[src/rtl/proc_control_unit_if.sv]
// Control-unit interface: instruction input side and datapath control outputs.
interface proc_control_unit_if;
   localparam int unsigned NREG  = 8;
   localparam int unsigned IMM_W = 9;

   logic             run;
   logic [15:0]      din;
   logic [3:0]       bus_sel;
   logic [NREG-1:0]  r_in;
   logic             a_in;
   logic             g_in;
   logic [2:0]       alu_op;
   logic [IMM_W-1:0] imm_out;
   logic [15:0]      ir;
   logic             busy;
   logic             done;
   logic             illegal;

   // Instruction source / datapath side
   modport master (
      output run, din,
      input  bus_sel, r_in, a_in, g_in, alu_op, imm_out, ir, busy, done, illegal
   );

   // Control unit side
   modport slave (
      input  run, din,
      output bus_sel, r_in, a_in, g_in, alu_op, imm_out, ir, busy, done, illegal
   );
endinterface

[src/rtl/proc_control_unit.sv]
// Multicycle control FSM: latches one instruction and sequences it over T1..T3.
module proc_control_unit (
   input logic                  clk,
   input logic                  rst,
   proc_control_unit_if.slave   bus
);
   localparam int unsigned NREG  = 8;
   localparam int unsigned IMM_W = 9;

   localparam logic [2:0] OP_MV  = 3'b000;
   localparam logic [2:0] OP_MVI = 3'b001;
   localparam logic [2:0] OP_ADD = 3'b010;
   localparam logic [2:0] OP_SUB = 3'b011;
   localparam logic [2:0] OP_MUL = 3'b100;
   localparam logic [2:0] OP_RR  = 3'b101;
   localparam logic [2:0] OP_RL  = 3'b110;

   localparam logic [3:0] SEL_IMM  = 4'd8;
   localparam logic [3:0] SEL_G    = 4'd10;
   localparam logic [3:0] SEL_IDLE = 4'd15;

   typedef enum logic [1:0] {S_IDLE, S_T1, S_T2, S_T3} state_t;

   state_t            r_state;
   state_t            w_next;
   logic [15:0]       r_ir;

   logic [2:0]        w_op;
   logic [2:0]        w_rx;
   logic [2:0]        w_ry;
   logic [NREG-1:0]   w_rx_onehot;

   logic [3:0]        w_bus_sel;
   logic [NREG-1:0]   w_r_in;
   logic              w_a_in;
   logic              w_g_in;
   logic [2:0]        w_alu_op;
   logic              w_busy;
   logic              w_done;
   logic              w_illegal;

   assign w_op        = r_ir[15:13];
   assign w_rx        = r_ir[12:10];
   assign w_ry        = r_ir[8:6];
   assign w_rx_onehot = NREG'(1) << w_rx;

   // State register and instruction capture on the accepting IDLE edge
   always_ff @(posedge clk or posedge rst) begin
      if (rst) begin
         r_state <= S_IDLE;
         r_ir    <= 16'h0000;
      end else begin
         r_state <= w_next;
         if (r_state == S_IDLE && bus.run) begin
            r_ir <= bus.din;
         end
      end
   end

   // Next-state and Moore control decode from state and IR
   always_comb begin
      w_next    = r_state;
      w_bus_sel = SEL_IDLE;
      w_r_in    = '0;
      w_a_in    = 1'b0;
      w_g_in    = 1'b0;
      w_alu_op  = 3'b000;
      w_busy    = (r_state != S_IDLE);
      w_done    = 1'b0;
      w_illegal = 1'b0;

      unique case (r_state)
         S_IDLE: begin
            if (bus.run) w_next = S_T1;
         end
         S_T1: begin
            unique case (w_op)
               OP_MV: begin
                  w_bus_sel = {1'b0, w_ry};
                  w_r_in    = w_rx_onehot;
                  w_done    = 1'b1;
                  w_next    = S_IDLE;
               end
               OP_MVI: begin
                  w_bus_sel = SEL_IMM;
                  w_r_in    = w_rx_onehot;
                  w_done    = 1'b1;
                  w_next    = S_IDLE;
               end
               OP_ADD, OP_SUB, OP_MUL: begin
                  w_bus_sel = {1'b0, w_rx};
                  w_a_in    = 1'b1;
                  w_next    = S_T2;
               end
               OP_RR, OP_RL: begin
                  w_bus_sel = {1'b0, w_ry};
                  w_alu_op  = (w_op == OP_RR) ? 3'b011 : 3'b100;
                  w_g_in    = 1'b1;
                  w_next    = S_T2;
               end
               default: begin
                  w_done    = 1'b1;
                  w_illegal = 1'b1;
                  w_next    = S_IDLE;
               end
            endcase
         end
         S_T2: begin
            if (w_op == OP_RR || w_op == OP_RL) begin
               w_bus_sel = SEL_G;
               w_r_in    = w_rx_onehot;
               w_done    = 1'b1;
               w_next    = S_IDLE;
            end else if (w_op == OP_ADD || w_op == OP_SUB || w_op == OP_MUL) begin
               // ADD/SUB/MUL opcodes map onto ALU codes 000/001/010
               w_bus_sel = {1'b0, w_ry};
               w_alu_op  = 3'(w_op - OP_ADD);
               w_g_in    = 1'b1;
               w_next    = S_T3;
            end else begin
               w_next    = S_IDLE;
            end
         end
         S_T3: begin
            w_bus_sel = SEL_G;
            w_r_in    = w_rx_onehot;
            w_done    = 1'b1;
            w_next    = S_IDLE;
         end
         default: w_next = S_IDLE;
      endcase
   end

   assign bus.bus_sel = w_bus_sel;
   assign bus.r_in    = w_r_in;
   assign bus.a_in    = w_a_in;
   assign bus.g_in    = w_g_in;
   assign bus.alu_op  = w_alu_op;
   assign bus.imm_out = r_ir[IMM_W-1:0];
   assign bus.ir      = r_ir;
   assign bus.busy    = w_busy;
   assign bus.done    = w_done;
   assign bus.illegal = w_illegal;
endmodule

[src/flat_wrapper.sv]
// flat-port wrapper written by rule: the top's interface ports become plain ports
module proc_control_unit_flat 
  (clk, rst, bus_run, bus_din, bus_bus_sel, bus_r_in, bus_a_in, bus_g_in, bus_alu_op, bus_imm_out, bus_ir, bus_busy, bus_done, bus_illegal);
  proc_control_unit_if bus_i ();
  input logic clk;
  input logic rst;
  input wire logic [$bits(bus_i.run)-1:0] bus_run;
  input wire logic [$bits(bus_i.din)-1:0] bus_din;
  output wire logic [$bits(bus_i.bus_sel)-1:0] bus_bus_sel;
  output wire logic [$bits(bus_i.r_in)-1:0] bus_r_in;
  output wire logic [$bits(bus_i.a_in)-1:0] bus_a_in;
  output wire logic [$bits(bus_i.g_in)-1:0] bus_g_in;
  output wire logic [$bits(bus_i.alu_op)-1:0] bus_alu_op;
  output wire logic [$bits(bus_i.imm_out)-1:0] bus_imm_out;
  output wire logic [$bits(bus_i.ir)-1:0] bus_ir;
  output wire logic [$bits(bus_i.busy)-1:0] bus_busy;
  output wire logic [$bits(bus_i.done)-1:0] bus_done;
  output wire logic [$bits(bus_i.illegal)-1:0] bus_illegal;
  assign bus_i.run = bus_run;
  assign bus_i.din = bus_din;
  assign bus_bus_sel = bus_i.bus_sel;
  assign bus_r_in = bus_i.r_in;
  assign bus_a_in = bus_i.a_in;
  assign bus_g_in = bus_i.g_in;
  assign bus_alu_op = bus_i.alu_op;
  assign bus_imm_out = bus_i.imm_out;
  assign bus_ir = bus_i.ir;
  assign bus_busy = bus_i.busy;
  assign bus_done = bus_i.done;
  assign bus_illegal = bus_i.illegal;
  proc_control_unit u_core (.clk(clk), .rst(rst), .bus(bus_i));
endmodule
[config.mk]
export PLATFORM = sky130hd
export DESIGN_NAME = proc_control_unit_flat
export DESIGN_NICKNAME = d
export VERILOG_FILES = /design/src/rtl/proc_control_unit_if.sv /design/src/rtl/proc_control_unit.sv /design/src/flat_wrapper.sv
export SDC_FILE = /design/constraint.sdc
export NUM_CORES = 1
export LEC_CHECK = 0
export BUFFER_PORTS_ARGS = -buffer_cell sky130_fd_sc_hd__clkbuf_2
export CAP_MARGIN = 20
export CORE_ASPECT_RATIO = 0.6
export CORE_MARGIN = 5
export CORE_UTILIZATION = 45
export CTS_BUF_LIST = sky130_fd_sc_hd__clkbuf_4 sky130_fd_sc_hd__clkbuf_8
export DETAILED_ROUTE_END_ITERATION = 12
export PLACE_DENSITY = 0.77
export REMOVE_ABC_BUFFERS = 1
export SKIP_CTS_REPAIR_TIMING = 1
export SLEW_MARGIN = 20
export SYNTH_ARGS = -nofsm -noshare
export SYNTH_HDL_FRONTEND = slang
export SYNTH_SLANG_ARGS = --single-unit
[constraint.sdc]
create_clock -name clk -period 5.55 [get_ports clk]
set_clock_uncertainty 0.15 [all_clocks]
set_input_delay 1.11 -clock clk [delete_from_list [all_inputs] [get_ports clk]]
set_output_delay 1.11 -clock clk [all_outputs]
set_load 0.02 [all_outputs]
======== After elaboration in Yosys (flattened, before gate mapping) ========
Cells that the tools add are included.
operators by class
  add/subtract/negate cells ............... 1
  multipliers ............................. 0
  divide/modulo/power cells ............... 0
  $lt $le $gt $ge ......................... 0
  equal/unequal tests ..................... 10
  shifts and indexed selects .............. 1
  multiplexer cells ....................... 28
  bitwise operators ....................... 0
  reductions and logical operators ........ 13
operators by type and width
  cell                   number
  $pmux W4 S3            2
  $pmux W8 S3            1
  $mux W8                2
  $mux W3                4
  $eq A3 B3 Y1 const B   3
  $mux W1                9
  $mux W2                4
  $mux W4                2
  $pmux W2 S4            1
  $shl A1 B3 Y8 const A  1
  $reduce_or A7 Y1       1
  $eq A3 B2 Y1 const B   2
  $pmux W3 S2            1
  $reduce_or A3 Y1       2
  $reduce_or A5 Y1       1
  $eq A2 B2 Y1 const B   2
  $reduce_or A2 Y1       2
  $eq A3 B1 Y1 const B   1
  $logic_not A3 Y1       1
  $logic_or A1 B1 Y1     3
  $pmux W1 S3            1
  $sub A3 B2 Y3 const B  1
  $eq A2 B1 Y1 const B   1
  $logic_not A2 Y1       1
  other kinds (4)        4
storage, ports and cells
  flip-flop bits (word level) ............. 18
  latch bits .............................. 0
  RAM bits ................................ 0
  memory bits (read-only) ................. 0
  input bits .............................. 19
  output and inout bits ................... 45
  logic and storage cells ................. 55
  memories kept ........................... 0

======== Logic depth before layout (Yosys ltp) ========
  word-level depth ........................ 6
  mapped depth ............................ 7
  gate-level depth less buffers ........... 6

======== Least setup slack after synthesis ========
No wires, ideal clock.
  kind .................................... reg-to-output
  start ................................... register u_core.r_state[0]
  end ..................................... output bus_r_in[5]
  arrival time ............................ 2.006 ns
  data required time ...................... 4.290 ns
  path slack .............................. 2.284 ns
  stages on the path, launching flop included .. 8
  path buffers ............................ 1
  path through ............................ dfrtp_1 > inv_1 > ha_1 > buf_2 > nand2_1 > nor3b_1 > nor3_2 > nor4b_1
between the ends
  longest elaborated chain between the ends .. 2
  elaborated cells on any way between the ends .. 4
  classes of those cells .................. eq/ne: 3; mux: 1
ends and longest elaborated chain
  item                                          RTL line                 RTL
  start: declaration                            proc_control_unit.sv:24  state_t r_state;
  start signal: assignment                      proc_control_unit.sv:53  r_state <= w_next;
  $eq A2 B2 Y1 or $eq A2 B1 Y1 (tied branches)  proc_control_unit.sv:72  unique case (r_state)
  $pmux W8 S3 *                                 proc_control_unit.sv:72
  end: declaration                              flat_wrapper.sv:10       output wire logic [$bits(bus_i.r_in)-1:0] bus_r_in;
Mark *: on every way between the ends. The rest lies on a longest branch, timed or not.

======== Worst setup path after layout ========
Same ends and word-level chain as after synthesis.

==> metrics.md <==
| Metric | Value |
|---|---|
| Status | finished clean |
| Crit path launch type | flop |
| Worst Path Arrival | 2.32 ns |
| Top cell type by total area after synthesis | dfrtp_1 |
| Finished Cell Area | 1610 um2 |
| All-Layer GR Usage | 0.167 |
| Pwr/cell area | 718 nW/um2 |
| Vias per inst | 5.16 |
| Root Buffer Master | clkbuf_8 |
| Class of the worst hold path | flop to flop |
| Detail Route Antenna Nets | 0 |
| Unique cell type count in the Yosys netlist | 37 |
| Clock latency on the worst-skew pair | 0.26 ns |
| Grt total ovfl | 0 |
| Synth top area cells | dfrtp_1 34%, mux2_2 16%, buf_4 6.3%, ha_1 4.8%, nand2_1 4.0% |
| Post-Place Cell Area | 1560 um2 |
| Vias in the first global route | 1168 |
| Synth Cell Area | 1310 um2 |
| Post-synthesis simple-gate area fraction | 0.196 |
| Pre-CTS WS | 2.27 ns |
| Largest net degree at the start of global routing | 24 |
| Leakage | 0.805 nW |
| Gate Count Post-Synth | 143 |
| Num ports | 64 |
| Max Slew Vio Count | 0 |
| Core box area | 2830 um2 |
| DRC | 0 |
| IO Port Bufs | 63 |
| CTS tree | done |
| Worst Path Class, Setup | flop to output pin |
| ANT cells | 0 |
| Drt pass-1 iters | 4 |
| Worst Path Required | 4.29 ns |
| Worst vdd ir | 0.342 mV |
| WL/cell | 14.4 um |
| CTS Buf Count | 3 |
| Fraction of registers with async set/reset | 1.00 |
| Worst Setup SP | u_core.r_state[0]$_DFFE_PP0P_ |
| DIE AREA | 4120 um2 |
| Crit path max fanout | 11 |
| Seq. cell area | 450 um2 |
| Worst setup EP type | output pin |
| Syn-to-layout area delta | 23.3% |
| Layout cells sized above 1 | 0.463 |
| HP Start | u_core.bus.ir[9]$_DFFE_PP0P_ |
| Largest family of logic cells by synthesized area | simple AND/OR/NAND/NOR gates |
| Seq/Total Area, Yosys | 0.345 |
| Clock buffer depth | 2 |
| Period utilization | 0.644 |
| Primary FF master, synth | dfrtp_1 |
| Synth Area per Inst | 9.13 um2 |
| Setup TNS | 0 ns |
| Die Ht | 51.7 um |
| Max Cap Viol | 0 |
| Worst R2R Start | u_core.r_state[0]$_DFFE_PP0P_ |
| Layout Nets | 215 |
| Synth Area in XOR/XNOR | 0.00670 |
| RSZ-0062 raised after global routing | false |
| H-tree levels | 1 |
| Fin crit period | 3.58 ns |
| Via Count | 1198 |
| Fmax | 280 MHz |
| Multi-input logic area | 711 um2 |
| Yosys Warn Count | 0 |
| Post-synthesis register bit count | 18 |
| Final Setup Violations | 0 |
| PnR worst setup slack | 1.97 ns |
| First-pass GRT wire length | 5.43 mm |
| CTS clk-pin slew, worst paths | 0.07 ns |
| 1st-iter DRT viols | 47 |
| Row cnt | 15 |
| Adder-cell share of the synthesized area | 0.0479 |
| Top cell type's share of synthesized area | 0.345 |
| Global placer's final weighted congestion | 0.835 |
| Antenna violations before repair | 0 |
| Fill cells | 252 |
| Final hold vios | 0 |
| Die width | 79.6 um |
| Post-synthesis compound-gate area fraction | 0.138 |
| Rel. slew slack | 0.550 |
| DP Wirelength | 2.57 mm |
| Initial Util | 0.461 |
| Clk sinks | 18 |
| DRT Wirelength | 3.33 mm |
| Commonest cells post-synth | 18 x dfrtp_1, 18 x mux2_2, 14 x nand2_1, 11 x buf_4, 9 x nor2_1 |
| EDFF count, synth | 0 |
| Mux share of post-synthesis cell area | 0.155 |
| Slew @ Worst Pin | 0.674 ns |
report_power, final:
group	internal (mW)	leakage, nW	switching, mW
Clock	0.0631	0.0288	0.0459
Combinational	0.286	0.563	0.442
Sequential	0.196	0.213	0.123
final timing paths:
kind	slack, ns	to	cells after the start
worst max-delay path	1.97	bus_r_in[5]	7
worst min-delay path	0.38	u_core.bus.ir[9]$_DFFE_PP0P_	1
worst max register to register	3.67	u_core.bus.ir[8]$_DFFE_PP0P_	4
worst min register to register	0.38	u_core.bus.ir[9]$_DFFE_PP0P_	1
max in group asynchronous	4.05	u_core.r_state[0]$_DFFE_PP0P_	2
min in group asynchronous	0.77	u_core.bus.ir[1]$_DFFE_PP0P_	2
cell usage in the layout, fill, tap and decap left out, types with 4 or more instances in the layout:
master	count
clkbuf_2	63
mux2_2	18
dfrtp_1	18
nand2_1	14
nor2_1	9
inv_1	7
a21oi_1	6
ha_1	5
nand2b_1	4
o21ai_0	4
clkbuf_8	4
layer usage:
metal | vias up | part of all wire | track usage | wire (um)
met5 | - | 0 | 0 | 0
met4 | 0 | 0.0081 | 0.0486 | 27
met3 | 5 | 0.050 | 0.0467 | 168
met2 | 29 | 0.53 | 0.306 | 1750
met1 | 578 | 0.41 | 0.190 | 1380
li1 | 586 | - | - | -
kinds of logic (layout without fill, tap and decap cells):
logic type / count (synthesis) / count (layout)
AOI/OAI and AO/OA: 26 / 26
xor gates and xnor gates: 1 / 1
adders and majority gates: 5 / 5
buffers and inverters: 27 / 74
DFF: 18 / 18
muxes: 18 / 18
and+or+nand+nor: 48 / 48
stage by stage:
stage | total power, mW | util | instances | hold WS [ns]
2_1_floorplan | 0.803 | - | 123 | 0.350
3_3_place_gp | 1.02 | 0.549 | 228 | 0.338
3_5_place_dp | 1.05 | 0.549 | 228 | 0.359
4_1_cts | 1.16 | 0.568 | 232 | 0.374
5_1_grt | 1.24 | 0.568 | 232 | 0.384
6_report | 1.16 | 0.568 | 232 | 0.375
sequential cells by signal, indices dropped and copies added (netlist names):
| signal | count |
|---|---|
| u_core.bus.ir | 16 |
| u_core.r_state | 2 |
final cells by class:
cell class	instances	share of cell area
Clock buffer	4	0.0342
Inverter	7	0.0163
Multi-Input combinational cell	98	0.441
Sequential cell	18	0.280
Tap cell	42	0.0326
Timing Repair Buffer	63	0.196
worst max-delay path: stages, from the launching register on:
cell	delay [ns]
dfrtp_1	0.40
inv_1	0.15
ha_1	0.43
nand2_1	0.14
nor3b_1	0.25
nor3_2	0.12
nor4b_1	0.32
clkbuf_2	0.23
Note: power is estimated with default switching activity, not from simulation.
